File: src/rtl/ysyx_23060203_ifu.sv
// ----------------------------------------------------------------------------
// ysyx_23060203_ifu -- single-issue instruction fetch unit
//
// Holds the architectural PC, issues one AXI4-Lite-style read per instruction,
// hands the fetched word and its PC to decode over a valid/ready handshake,
// then waits for the next PC from execute/writeback before fetching again.
//
// Ports:
//   clk, rst                 clock; synchronous active-high reset
//   ifu_araddr/arvalid/arready   read address channel (araddr = pc)
//   ifu_rdata/rresp/rvalid/rready read data channel (rresp 2'b00 = OKAY)
//   out_valid/out_ready      handshake to decode
//   out_inst, out_pc, out_err    fetched word, its PC, non-OKAY response flag
//   npc_valid, npc           next PC from execute/writeback
//   fetch_cnt                number of instructions accepted by decode
// ----------------------------------------------------------------------------
module ysyx_23060203_ifu #(
    parameter logic [31:0] RESET_PC = 32'h80000000
) (
    input  logic        clk,
    input  logic        rst,
    output logic [31:0] ifu_araddr,
    output logic        ifu_arvalid,
    input  logic        ifu_arready,
    input  logic [31:0] ifu_rdata,
    input  logic [1:0]  ifu_rresp,
    input  logic        ifu_rvalid,
    output logic        ifu_rready,
    output logic        out_valid,
    input  logic        out_ready,
    output logic [31:0] out_inst,
    output logic [31:0] out_pc,
    output logic        out_err,
    input  logic        npc_valid,
    input  logic [31:0] npc,
    output logic [31:0] fetch_cnt
);

    typedef enum logic [1:0] {
        S_AR   = 2'd0,   // address phase
        S_R    = 2'd1,   // data phase
        S_OUT  = 2'd2,   // presenting inst/pc to decode
        S_WAIT = 2'd3    // waiting for next PC
    } state_t;

    state_t      state_reg, state_next;
    logic [31:0] pc_reg, pc_next;
    logic [31:0] inst_reg, inst_next;
    logic        err_reg, err_next;
    logic [31:0] fetch_cnt_reg, fetch_cnt_next;

    always_ff @(posedge clk) begin
        if (rst) begin
            state_reg     <= S_AR;
            pc_reg        <= RESET_PC;
            inst_reg      <= 32'd0;
            err_reg       <= 1'b0;
            fetch_cnt_reg <= 32'd0;
        end else begin
            state_reg     <= state_next;
            pc_reg        <= pc_next;
            inst_reg      <= inst_next;
            err_reg       <= err_next;
            fetch_cnt_reg <= fetch_cnt_next;
        end
    end

    // pc only moves in S_OUT/S_WAIT, so the address and the reported PC
    // can never change while a read is outstanding.
    always_comb begin
        state_next     = state_reg;
        pc_next        = pc_reg;
        inst_next      = inst_reg;
        err_next       = err_reg;
        fetch_cnt_next = fetch_cnt_reg;
        case (state_reg)
            S_AR: begin
                if (ifu_arready) begin
                    state_next = S_R;
                end
            end
            S_R: begin
                if (ifu_rvalid) begin
                    inst_next  = ifu_rdata;
                    err_next   = (ifu_rresp != 2'b00);
                    state_next = S_OUT;
                end
            end
            S_OUT: begin
                if (out_ready) begin
                    fetch_cnt_next = fetch_cnt_reg + 32'd1;
                    // Next PC arriving together with the handshake skips S_WAIT.
                    if (npc_valid) begin
                        pc_next    = npc;
                        state_next = S_AR;
                    end else begin
                        state_next = S_WAIT;
                    end
                end
            end
            S_WAIT: begin
                if (npc_valid) begin
                    pc_next    = npc;
                    state_next = S_AR;
                end
            end
            default: begin
                state_next = S_AR;
            end
        endcase
    end

    // Handshake outputs are pure state decodes, gated off while rst is high.
    assign ifu_arvalid = !rst && (state_reg == S_AR);
    assign ifu_rready  = !rst && (state_reg == S_R);
    assign out_valid   = !rst && (state_reg == S_OUT);
    assign ifu_araddr  = pc_reg;
    assign out_pc      = pc_reg;
    assign out_inst    = inst_reg;
    assign out_err     = err_reg;
    assign fetch_cnt   = fetch_cnt_reg;

endmodule
File: config.mk
export PLATFORM = sky130hd
export DESIGN_NAME = ysyx_23060203_ifu
export DESIGN_NICKNAME = d
export VERILOG_FILES = /design/src/rtl/ysyx_23060203_ifu.sv
export SDC_FILE = /design/constraint.sdc
export NUM_CORES = 1
export LEC_CHECK = 0
export ABC_AREA = 1
export BUFFER_PORTS_ARGS = -buffer_cell sky130_fd_sc_hd__buf_4
export CORE_UTILIZATION = 50
export DETAILED_ROUTE_END_ITERATION = 8
export PLACE_DENSITY = 0.85
export SLEW_MARGIN = 15
export SYNTH_ARGS = -nofsm -noshare
export SYNTH_HDL_FRONTEND = slang
export SYNTH_SLANG_ARGS = --single-unit
File: constraint.sdc
create_clock -name clk -period 2.17 [get_ports clk]
set_input_delay 0.1085 -clock clk [delete_from_list [all_inputs] [get_ports clk]]
set_output_delay 0.1085 -clock clk [all_outputs]
set_load 0.03 [all_outputs]
# Yosys cells after proc, flatten, opt, wreduce, memory -nomap -nowiden
# Cells that the tools add are included.
# totals
ram_bits,0
register_bits,99
n_memories,0
latchBits,0
out_inout_bits,132
mem_bits_ro,0
# classes
n_div,0
multipliers,0
addsub,1
eq_ne,7
shifts,0
n_reduce_logical,11
magnitude_cmp,0
n_mux,9
bitwise_logic,0
# op_table
operator,n
32-bit two-way mux,2
32-bit one-hot mux with 2 select lines,1
32-bit by 1-bit adder with 32-bit output (second input constant),1
2-bit two-way mux,5
2-bit != test (second input constant),4
2-bit one-hot mux with 4 select lines,1
2-bit AND reduction,3
2-bit equality test (second input constant),2
4-bit AND reduction,1
2-bit nonzero test,2
1-bit logical AND,3
2-bit by 1-bit equality test with 1-bit output (second input constant),1
2-bit zero test,1
1-bit zero test,1

# Logic depth before layout (Yosys ltp)
# Gate-level depths: netlist of run 1.
# logic_depth
word_depth,3
ltp_mapped,9
ltp_nobuf,9

# Worst setup path before layout of run 1
# OpenSTA, ideal clock, no wires.
# synth_timing
kind,register to register
startpoint,"register fetch_cnt_reg[0], in the netlist fetch_cnt[0]"
endpoint,"register fetch_cnt_reg[24], in the netlist fetch_cnt[24]"
path_stages_with_launch,9
period_less_slack_ns,1.598
arrival_ns,1.488
setup_slack_ns,0.572
setup_time_ns,0.110
cell_sequence,dfxtp_1 ha_1 nand3_1 nor2_4 nand3_2 nor2_1 nand3_1 nand2_1 nor2_1
# synth_between
elab_chain_len,1
# synth_lines
item,line,text
from (decl),50,"logic [31:0] fetch_cnt_reg, fetch_cnt_next;"
from (signal assigned),64,fetch_cnt_reg <= fetch_cnt_next;
32-bit by 1-bit adder with 32-bit output,91,fetch_cnt_next = fetch_cnt_reg + 32'd1;
# No other way between the ends.
# A chain may end at the register's enable or synchronous reset.

# Worst setup path after layout of run 1
# layout_timing
startpoint,register state_reg[1]
endpoint,"register err_reg, in the netlist out_err"
# layout_between
elab_chain_len,2
# layout_lines
item,line,text
from (decl),46,"state_t state_reg, state_next;"
from (signal assigned),60,state_reg <= state_next;
2-bit by 1-bit equality test with 1-bit output,76,case (state_reg)
2-bit AND reduction (no source line),--,
to (signal assigned),63,err_reg <= err_next;
to (decl),49,"logic err_reg, err_next;"
# No other way between the ends.

==> impl_metrics.toml, run 1 <==
[hold_path]
holdPathStages = 3
hp-class = "in2reg"

[synthesis]
syn_area_um2 = 4310
synth_flop_cell = "dfxtp_1"
syn_inst = 599
async_flop_share_pct = 0
yosysWarnings = 0
syn-num-nets = 672
ys_seq_area_share_pct = 46.0
synth_edf_count = 0
ys_ff_latch = 99
synth.distinct_cells = 31
synth.avg_cell_area_um2 = 7.19

[floorplanning]
start_util_pct = 52.1
fp.dieH_um = 94.8
die_x_um = 94.8
dieArea_um2 = 8990
io_pins = 204
coreArea_um2 = 8260
row_count = 33

[critical_path]
critPathCaptureType = "flip-flop"
reg2reg_depth = 6
cpPeakStageDelay_ns = 0.56
crit_chain = "inv_1 > nand3_2 > buf_4 > nor3_1 > dlygate4sd3_1 > nor2_1"
path_depth = 6
critical_path_buf_inv_count = 3
crit_arrival_ns = 2.08
crit_fanout = 33
critical_path_class = "reg2reg"
slowest_stage = "dlygate4sd3_1"
cp_data_required_time_ns = 2.47
setup.worst_path.start_class = "flip-flop"
critPathTopFamily = "buffers and inverters"

[placed_design]
port_buffers = 203
dp_cells = 858
place.gp.congestion = 0.847
hpwlAfterDp_um = 8590

[sta]
slew_headroom_pct = 63.3
skew_ns = 0.00845
final_hold_viol_count = 0
worst_pin_slew_ns = 0.550
rsz0062_at_grt = "no"
tns_ns = 0
setup_violations = 0
slew_violations = 0
max_freq_mhz = 560
period_share_pct = 82.2
period_minus_slack_ns = 1.78

[routing]
drt-total-wl_um = 13300
postRouteAntennaNets = 0
dr.pass1.iters = 5
drt_iter0_drc = 242
drc = 0
via_count = 4748
via_per_inst = 5.11
wire_per_inst_um = 14.4

[layout]
fill_cells = 557
final_cell_count_no_fill = 929
utilization_pct = 78.1
diodes = 0
drive_gt1_share_pct = 29.7
area_delta_synth_final_pct = 49.7
nNetsFinal = 892

[grt]
grt_pass1_vias = 4525
grt_pass1_wl_um = 20700
grt_util_all_layers_pct = 29.4
grt_max_degree = 49
overflow = 0
antenna_found_initial = 0

[clock_network]
cts_inserted_buffers = 9
cts-resized-gates = 0
cts_buffer_depth = 2
ctsRootBufferMaster = "clkbuf_8"
clk_pin_slew_ns = 0.10
worstSkewPairLatency_ns = 0.35
htreeDepth = 3
cts_tree = "yes"
cts_sinks = 99

[power_and_ir_drop]
power.total_mw = 4.62
peakVddDrop_v = 0.000513
cellLeakagePower_nw = 2.90
powerDensity_nw_per_um2 = 717

[run]
maxCapViolCount = 0

[status]
status = "finished, final reports clean"
==> cells in the mapped netlist (2+ instances only) <==
cell      number  area, um2
a21oi_1       45        225
a31oi_1        2       12.5
buf_1          2       7.51
buf_2         10       50.1
buf_4         32        240
clkbuf_1       9       33.8
clkinv_1       2       7.51
dfxtp_1       99       1980
inv_1         32        120
inv_2          5       18.8
nand2_1      133        499
nand3_1       23        115
nand3_2        4       40.0
nand3b_1       2       15.0
nand4_1        5       31.3
nor2_1       116        435
nor2_2         7       43.8
nor2_4         3       33.8
nor3_1         7       35.0
nor3b_1        2       15.0
nor4_1         2       12.5
o21a_1         3       22.5
o21ai_0       42        210
o21ai_1        3       15.0
xor2_1         3       26.3
==> placed cells by master, fill, tap and decap left out, drive strengths merged, types with 5 or more instances in the layout <==
| cell type | Yosys | layout |
|---|---|---|
| nand4 | 5 | 5 |
| dfxtp | 99 | 99 |
| a21oi | 45 | 45 |
| clkbuf | 10 | 11 |
| nor3 | 7 | 7 |
| buf | 44 | 208 |
| dlygate4sd3 | 0 | 55 |
| nor2 | 126 | 126 |
| nand2 | 133 | 133 |
| o21ai | 45 | 45 |
| inv | 37 | 38 |
| nand3 | 28 | 28 |
==> cell type report <==
| cell class | instances | area, um2 | area share [%] |
|---|---|---|---|
| Clock inverter | 5 | 82.6 | 1.28 |
| Multi-Input combinational cell | 407 | 1840 | 28.6 |
| Sequential cell | 99 | 1980 | 30.7 |
| Tap cell | 105 | 131 | 2.04 |
| Timing Repair Buffer | 263 | 2110 | 32.8 |
| Inverter | 39 | 146 | 2.27 |
| Clock buffer | 11 | 151 | 2.35 |
==> cell families (layout without fill, tap and decap cells) <==
group / count (synthesis) / after routing / share of synthesized area (%)
AO/OA/AOI/OAI: 96 / 96 / 11.5
flip-flops: 99 / 99 / 46.0
buffers and inverters: 93 / 318 / 11.2
AND/OR/NAND/NOR: 307 / 307 / 30.4
XOR/XNOR: 3 / 3 / 0.610
adder cells (fa/ha/maj): 1 / 1 / 0.291
==> worst paths after layout <==
kind | startpoint | end | slack, ns
worst max-delay path | state_reg[1] | out_err | 0.39
worst min-delay path | ifu_rdata[5] | out_inst[5] | 0.01
worst max register to register | state_reg[1] | out_err | 0.39
worst min register to register | out_inst[23] | out_inst[23] | 0.47
==> power breakdown <==
group          switching, mW  leakage (nW)  internal, mW
Clock                  0.637         0.120         0.718
Sequential             0.100         0.803          1.94
Combinational          0.747          1.98         0.478
Total                   1.48          2.90          3.14
==> metal layers <==
| metal | track usage (%) | wire length, um |
|---|---|---|
| met2 | 52.5 | 6760 |
| met4 | 16.9 | 640 |
| met3 | 6.20 | 815 |
| met1 | 31.9 | 5120 |
| met5 | 0 | 0 |
==> worst reg2reg max path: stages, from the launching register on <==
cell and delay (ns):
dfxtp_1 0.46, inv_1 0.14, nand3_2 0.09, buf_4 0.31
nor3_1 0.08, dlygate4sd3_1 0.56, nor2_1 0.10
==> stage by stage <==
step / worst slack (ns) / hold slack [ns] / cell area (um2)
3_5_place_dp: 0.582 / 0.331 / 5660
4_1_cts: 0.377 / 0.000591 / 6440
2_1_floorplan: 0.572 / 0.235 / 4310
3_3_place_gp: 0.665 / 0.320 / 5660
6_report: 0.385 / 0.0150 / 6450
5_1_grt: 0.279 / 0.00469 / 6450
==> timing repair <==
action                                 CTS  global route
buffers inserted                         0             0
hold buffers                            54             1
endpoints found under the hold margin   53             1
(Power assumes the default switching activity.)
==> inputs of run 2 (changes only) <==
--- a/config.mk
+++ b/config.mk
@@ -7,9 +7,9 @@
 export LEC_CHECK = 0
 export ABC_AREA = 1
 export BUFFER_PORTS_ARGS = -buffer_cell sky130_fd_sc_hd__buf_4
-export CORE_UTILIZATION = 50
+export CORE_UTILIZATION = 46
 export DETAILED_ROUTE_END_ITERATION = 8
-export PLACE_DENSITY = 0.85
+export PLACE_DENSITY = 0.79
 export SLEW_MARGIN = 15
 export SYNTH_ARGS = -nofsm -noshare
 export SYNTH_HDL_FRONTEND = slang
==> constraint.sdc (replaced) <==
create_clock -name clk -period 1.7 [get_ports clk]
set_input_delay 0.085 -clock clk [delete_from_list [all_inputs] [get_ports clk]]
set_output_delay 0.085 -clock clk [all_outputs]
set_load 0.03 [all_outputs]
==> run 2 against run 1 <==
  * Highest routed layer unchanged
  * Global-route usage fell by 1.2 points
  * Clock skew increased by 0.0021 ns
  * Worst hold slack gained 0.015 ns
  * Register-to-register slack got worse by 0.28 ns
  * Critical endpoint is now out_inst[14]
  * Final cell count grew 1.8%
  * Count of clock-buffer cells in the layout shrank 1
  * Sequential power up 28%
  * Cell area increased by 2.1%
  * Fmax rose by 12%
  * Combinational power grew 29%
==> impl_metrics.toml, run 2 (same netlist as run 1, synthesis figures left out) <==
[status]
status = "finished, final reports clean"

[power_and_ir_drop]
swShare_pct = 32.6
p_switching_mw = 1.93
powerDensity_nw_per_um2 = 899
combPwrFrac_pct = 27.0
cellLeakagePower_nw = 2.96
pwr-share-clk_pct = 29.0
pwr-share-seq_pct = 44.0
peakVddDrop_v = 0.000574
p_int_mw = 3.99

[layout]
utilization_pct = 74.0
area_delta_synth_final_pct = 52.9
multi_input_area_um2 = 1850
drive_gt1_share_pct = 30.0
fill_cells = 629
final_common_cell = "buf_4"
seqCellArea_um2 = 1980
diodes = 0
final_cell_area_um2 = 6580
nNetsFinal = 906
final_cell_mix = "buf_4 (211), nand2_1 (133), nor2_1 (115)"

[floorplanning]
die_x_um = 98.7
dieArea_um2 = 9750
fp.dieH_um = 98.7
row_count = 34
start_util_pct = 48.4
coreArea_um2 = 8890
io_pins = 204

[grt]
grt_pass1_vias = 4690
grt_pass1_wl_um = 21900
overflow = 0
grt_max_degree = 33
grt_util_all_layers_pct = 28.2
antenna_found_initial = 0

[sta]
fin_hold_ws_ns = 0.0298
final_hold_viol_count = 0
worst_pin_slew_ns = 0.361
worst_slack_ns = 0.107
max_freq_mhz = 628
slew_headroom_pct = 75.8
tns_ns = 0
period_share_pct = 93.7
setup_violations = 0
rsz0062_at_grt = "no"
slew_violations = 0
period_minus_slack_ns = 1.59
skew_ns = 0.0105

[clock_network]
cts_tree = "yes"
cts_inserted_buffers = 9
cts_sinks = 99
htreeDepth = 3
cts_setup_buffers = 0
worstSkewPairLatency_ns = 0.35
cts_buffer_depth = 2
clk_pin_slew_ns = 0.10
ctsRootBufferMaster = "clkbuf_8"

[routing]
dr.pass1.iters = 5
via_count = 4799
drt_iter0_drc = 177
drt-total-wl_um = 13800
postRouteAntennaNets = 0
via_per_inst = 5.07
wire_per_inst_um = 14.6
drc = 0

[critical_path]
crit_arrival_ns = 1.86
crit_start = "state_reg[1]"
r2r-end = "out_inst[14]"
critPathCaptureType = "flip-flop"
r2r_start = "state_reg[1]"
setup.worst_path.start_class = "flip-flop"
reg2reg_depth = 5
crit_fanout = 20
cp_data_required_time_ns = 1.97
cp-endpoint = "out_inst[14]"
r2r_slack_ns = 0.11
critical_path_class = "reg2reg"

[placed_design]
pre_cts_ws_ns = 0.0912
port_buffers = 203
post_dp_cell_area_um2 = 5690
place.gp.congestion = 0.858
hpwlAfterDp_um = 9020

[hold_path]
hp-start = "npc_valid"
hp-class = "in2reg"

[run]
maxCapViolCount = 0
run 2: layout make-up:
cell class | count | area share (%)
clock buffer | 10 | 2.09
clock inverter | 6 | 1.33
inverter | 39 | 2.26
multi-input combinational | 407 | 28.0
sequential | 99 | 30.1
tap | 108 | 2.05
timing repair buffer | 277 | 34.1
run 2: what timing repair did:
item                                    CTS  global route
endpoints found under the setup margin    0            31
hold endpoints to repair                 65             0
resized for setup                         0             5
hold buffers                             66             0
run 2: metrics by stage:
step                      power (mW)  cells
after global placement          4.07    864
after floorplan                 3.60    599
after global routing            6.13    946
final                           5.92    946
after detailed placement        4.10    864
after CTS                       5.91    946
run 2: worst max-delay path: stages (launching register included):
cell and delay (ns):
dfxtp_1 0.47, inv_1 0.14, nand3_2 0.26, buf_4 0.30
nand2_1 0.11, a21oi_1 0.23
run 2: worst min path at each step:
stage / cells after the start / endpoint
finish: 4 / state_reg[0]
global route: 4 / state_reg[0]
CTS: 4 / state_reg[0]
detailed placement: 3 / ifu_araddr[31]
global placement: 3 / ifu_araddr[31]
floorplan: 2 / ifu_araddr[31]
run 2: power groups by stage:
stage	clock, mW	sequential, mW	combinational (mW)
global route	1.82	2.62	1.69
global placement	0	2.64	1.43
floorplan	0	2.92	0.679
finish	1.72	2.61	1.59
detailed placement	0	2.65	1.45
CTS	1.73	2.60	1.57
run 2: per-layer routing:
metal  track usage (%)  part of all wire [%]
met5                 0                     0
met3              4.96                   6.3
met2              51.9                    52
met1              31.5                    38
met4              13.2                   3.2
==> inputs of run 3 (changes only) <==
--- a/config.mk
+++ b/config.mk
@@ -6,7 +6,7 @@
 export NUM_CORES = 1
 export LEC_CHECK = 0
 export ABC_AREA = 1
-export BUFFER_PORTS_ARGS = -buffer_cell sky130_fd_sc_hd__buf_4
+export BUFFER_PORTS_ARGS = -buffer_cell sky130_fd_sc_hd__buf_2
 export CORE_UTILIZATION = 46
 export DETAILED_ROUTE_END_ITERATION = 8
 export PLACE_DENSITY = 0.79
==> constraint.sdc (replaced) <==
create_clock -name clk -period 1.7 [get_ports clk]
set_input_delay 0.17 -clock clk [delete_from_list [all_inputs] [get_ports clk]]
set_output_delay 0.17 -clock clk [all_outputs]
set_load 0.03 [all_outputs]
==> run 3 against run 2 <==
  * Setup slack improved by 0.079 ns
  * Critical path type unchanged
  * Sequential share of layout area increased by 6.3 points
  * Clock power decreased by 6%
==> impl_metrics.toml, run 3 (same netlist as run 1, synthesis figures left out) <==
[status]
status = "finished, final reports clean"

[sta]
fin_hold_ws_ns = 0.0263
period_share_pct = 89.1
period_minus_slack_ns = 1.51
max_freq_mhz = 660
rsz0062_at_grt = "no"
final_hold_viol_count = 0
skew_ns = 0.00967
slew_headroom_pct = 77.7
slew_violations = 0
worst_pin_slew_ns = 0.334
setup_violations = 0

[critical_path]
critPathCaptureType = "flip-flop"
crit_fanout = 3
reg2reg_depth = 9
critical_path_class = "reg2reg"
crit_chain = "ha_1 > inv_1 > nor2_1 > nand3_1 > nor2_2 > nand3_1 > nand2_1 > inv_1 > nor2_1"
r2r_start = "fetch_cnt[0]"
cpPeakStageDelay_ns = 0.35
cp_data_required_time_ns = 2.00
critical_path_buf_inv_count = 2
r2r_slack_ns = 0.19
critPathTopFamily = "simple AND/OR/NAND/NOR gates"
r2r-end = "fetch_cnt[26]"
crit_arrival_ns = 1.82
setup.worst_path.start_class = "flip-flop"
slowest_stage = "dfxtp_1"
path_depth = 9

[hold_path]
hold_end = "ifu_araddr[7]"
holdPathStages = 3
hp-start = "npc[7]"
hp-class = "in2reg"

[grt]
grt_util_all_layers_pct = 22.5
grt_max_degree = 35
grt_pass1_wl_um = 17700
overflow = 0
antenna_found_initial = 0
grt_pass1_vias = 3962

[power_and_ir_drop]
cellLeakagePower_nw = 2.63
peakVddDrop_v = 0.000619
powerDensity_nw_per_um2 = 1010

[layout]
fill_cells = 824
final_cell_mix = "buf_2 (203), nand2_1 (133), nor2_1 (114)"
final_common_cell = "buf_2"
diodes = 0
seqCellArea_um2 = 1980
drive_gt1_share_pct = 32.5
nNetsFinal = 841
utilization_pct = 61.1
multi_input_area_um2 = 1850
area_delta_synth_final_pct = 26.2

[placed_design]
place.gp.congestion = 0.881
port_buffers = 203
hpwlAfterDp_um = 8280

[floorplanning]
start_util_pct = 48.4
die_x_um = 98.7
row_count = 34
fp.dieH_um = 98.7
coreArea_um2 = 8890
io_pins = 204
dieArea_um2 = 9750

[routing]
via_per_inst = 4.99
postRouteAntennaNets = 0
dr.pass1.iters = 5
drc = 0
wire_per_inst_um = 12.5
drt-total-wl_um = 11100
drt_iter0_drc = 158
via_count = 4393

[clock_network]
cts_buffer_depth = 2
ctsRootBufferMaster = "clkbuf_8"
clk_pin_slew_ns = 0.10
cts_tree = "yes"
cts_hold_buf = 0
worstSkewPairLatency_ns = 0.36
htreeDepth = 3
cts_sinks = 99
cts_inserted_buffers = 9

[run]
maxCapViolCount = 0
## run 3: worst max-delay path by stage
stage	slack [ns]	end	startpoint
4_1_cts	0.04	ifu_araddr[24]	state_reg[1]
2_1_floorplan	0.10	fetch_cnt[24]	fetch_cnt[0]
6_report	0.19	fetch_cnt[26]	fetch_cnt[0]
3_3_place_gp	-0.008	ifu_araddr[4]	state_reg[0]
3_5_place_dp	-0.13	ifu_araddr[22]	state_reg[0]
5_1_grt	0.01	fetch_cnt[30]	fetch_cnt[0]
## run 3: through the flow
step	instance area, um2	TNS, ns	worst slack [ns]	total power [mW]	std cells
global route	5430	0	0.0112	5.74	881
finish	5430	0	0.186	5.48	881
global placement	5190	-0.0142	-0.00820	3.88	864
floorplan	4310	0	0.102	3.60	599
detailed placement	5190	-3.34	-0.128	3.91	864
CTS	5420	0	0.0373	5.53	880
## run 3: power by group
part	internal [mW]	leakage (nW)	switching (mW)
clock network	0.812	0.113	0.811
logic	0.367	1.72	0.907
registers	2.48	0.803	0.107
## run 3: final cells by class
type | instances | share of cell area, %
sequential | 99 | 36.5
multi-input combinational | 407 | 34.1
timing repair buffer | 212 | 20.2
clock buffer | 12 | 3.04
inverter | 39 | 2.74
tap | 108 | 2.49
clock inverter | 4 | 1.04
## run 3: repair_timing
| action | CTS | global route |
|---|---|---|
| endpoints found under the setup margin | 32 | 33 |
| gates resized for setup | 1 | 4 |
| pin swaps | 0 | 1 |
| setup buffers | 0 | 1 |
## run 3: layer usage
metal / routed length [um] / global-route usage, %
met4: 267 / 10.6
met1: 4450 / 25.6
met3: 607 / 4.40
met2: 5730 / 40.5
met5: 0 / 0
## run 3: worst register-to-register path: stages, from the launching register on
cell and delay, ns:
dfxtp_1 0.35, ha_1 0.20, inv_1 0.06, nor2_1 0.22
nand3_1 0.17, nor2_2 0.19, nand3_1 0.09, nand2_1 0.06
inv_1 0.03, nor2_1 0.08
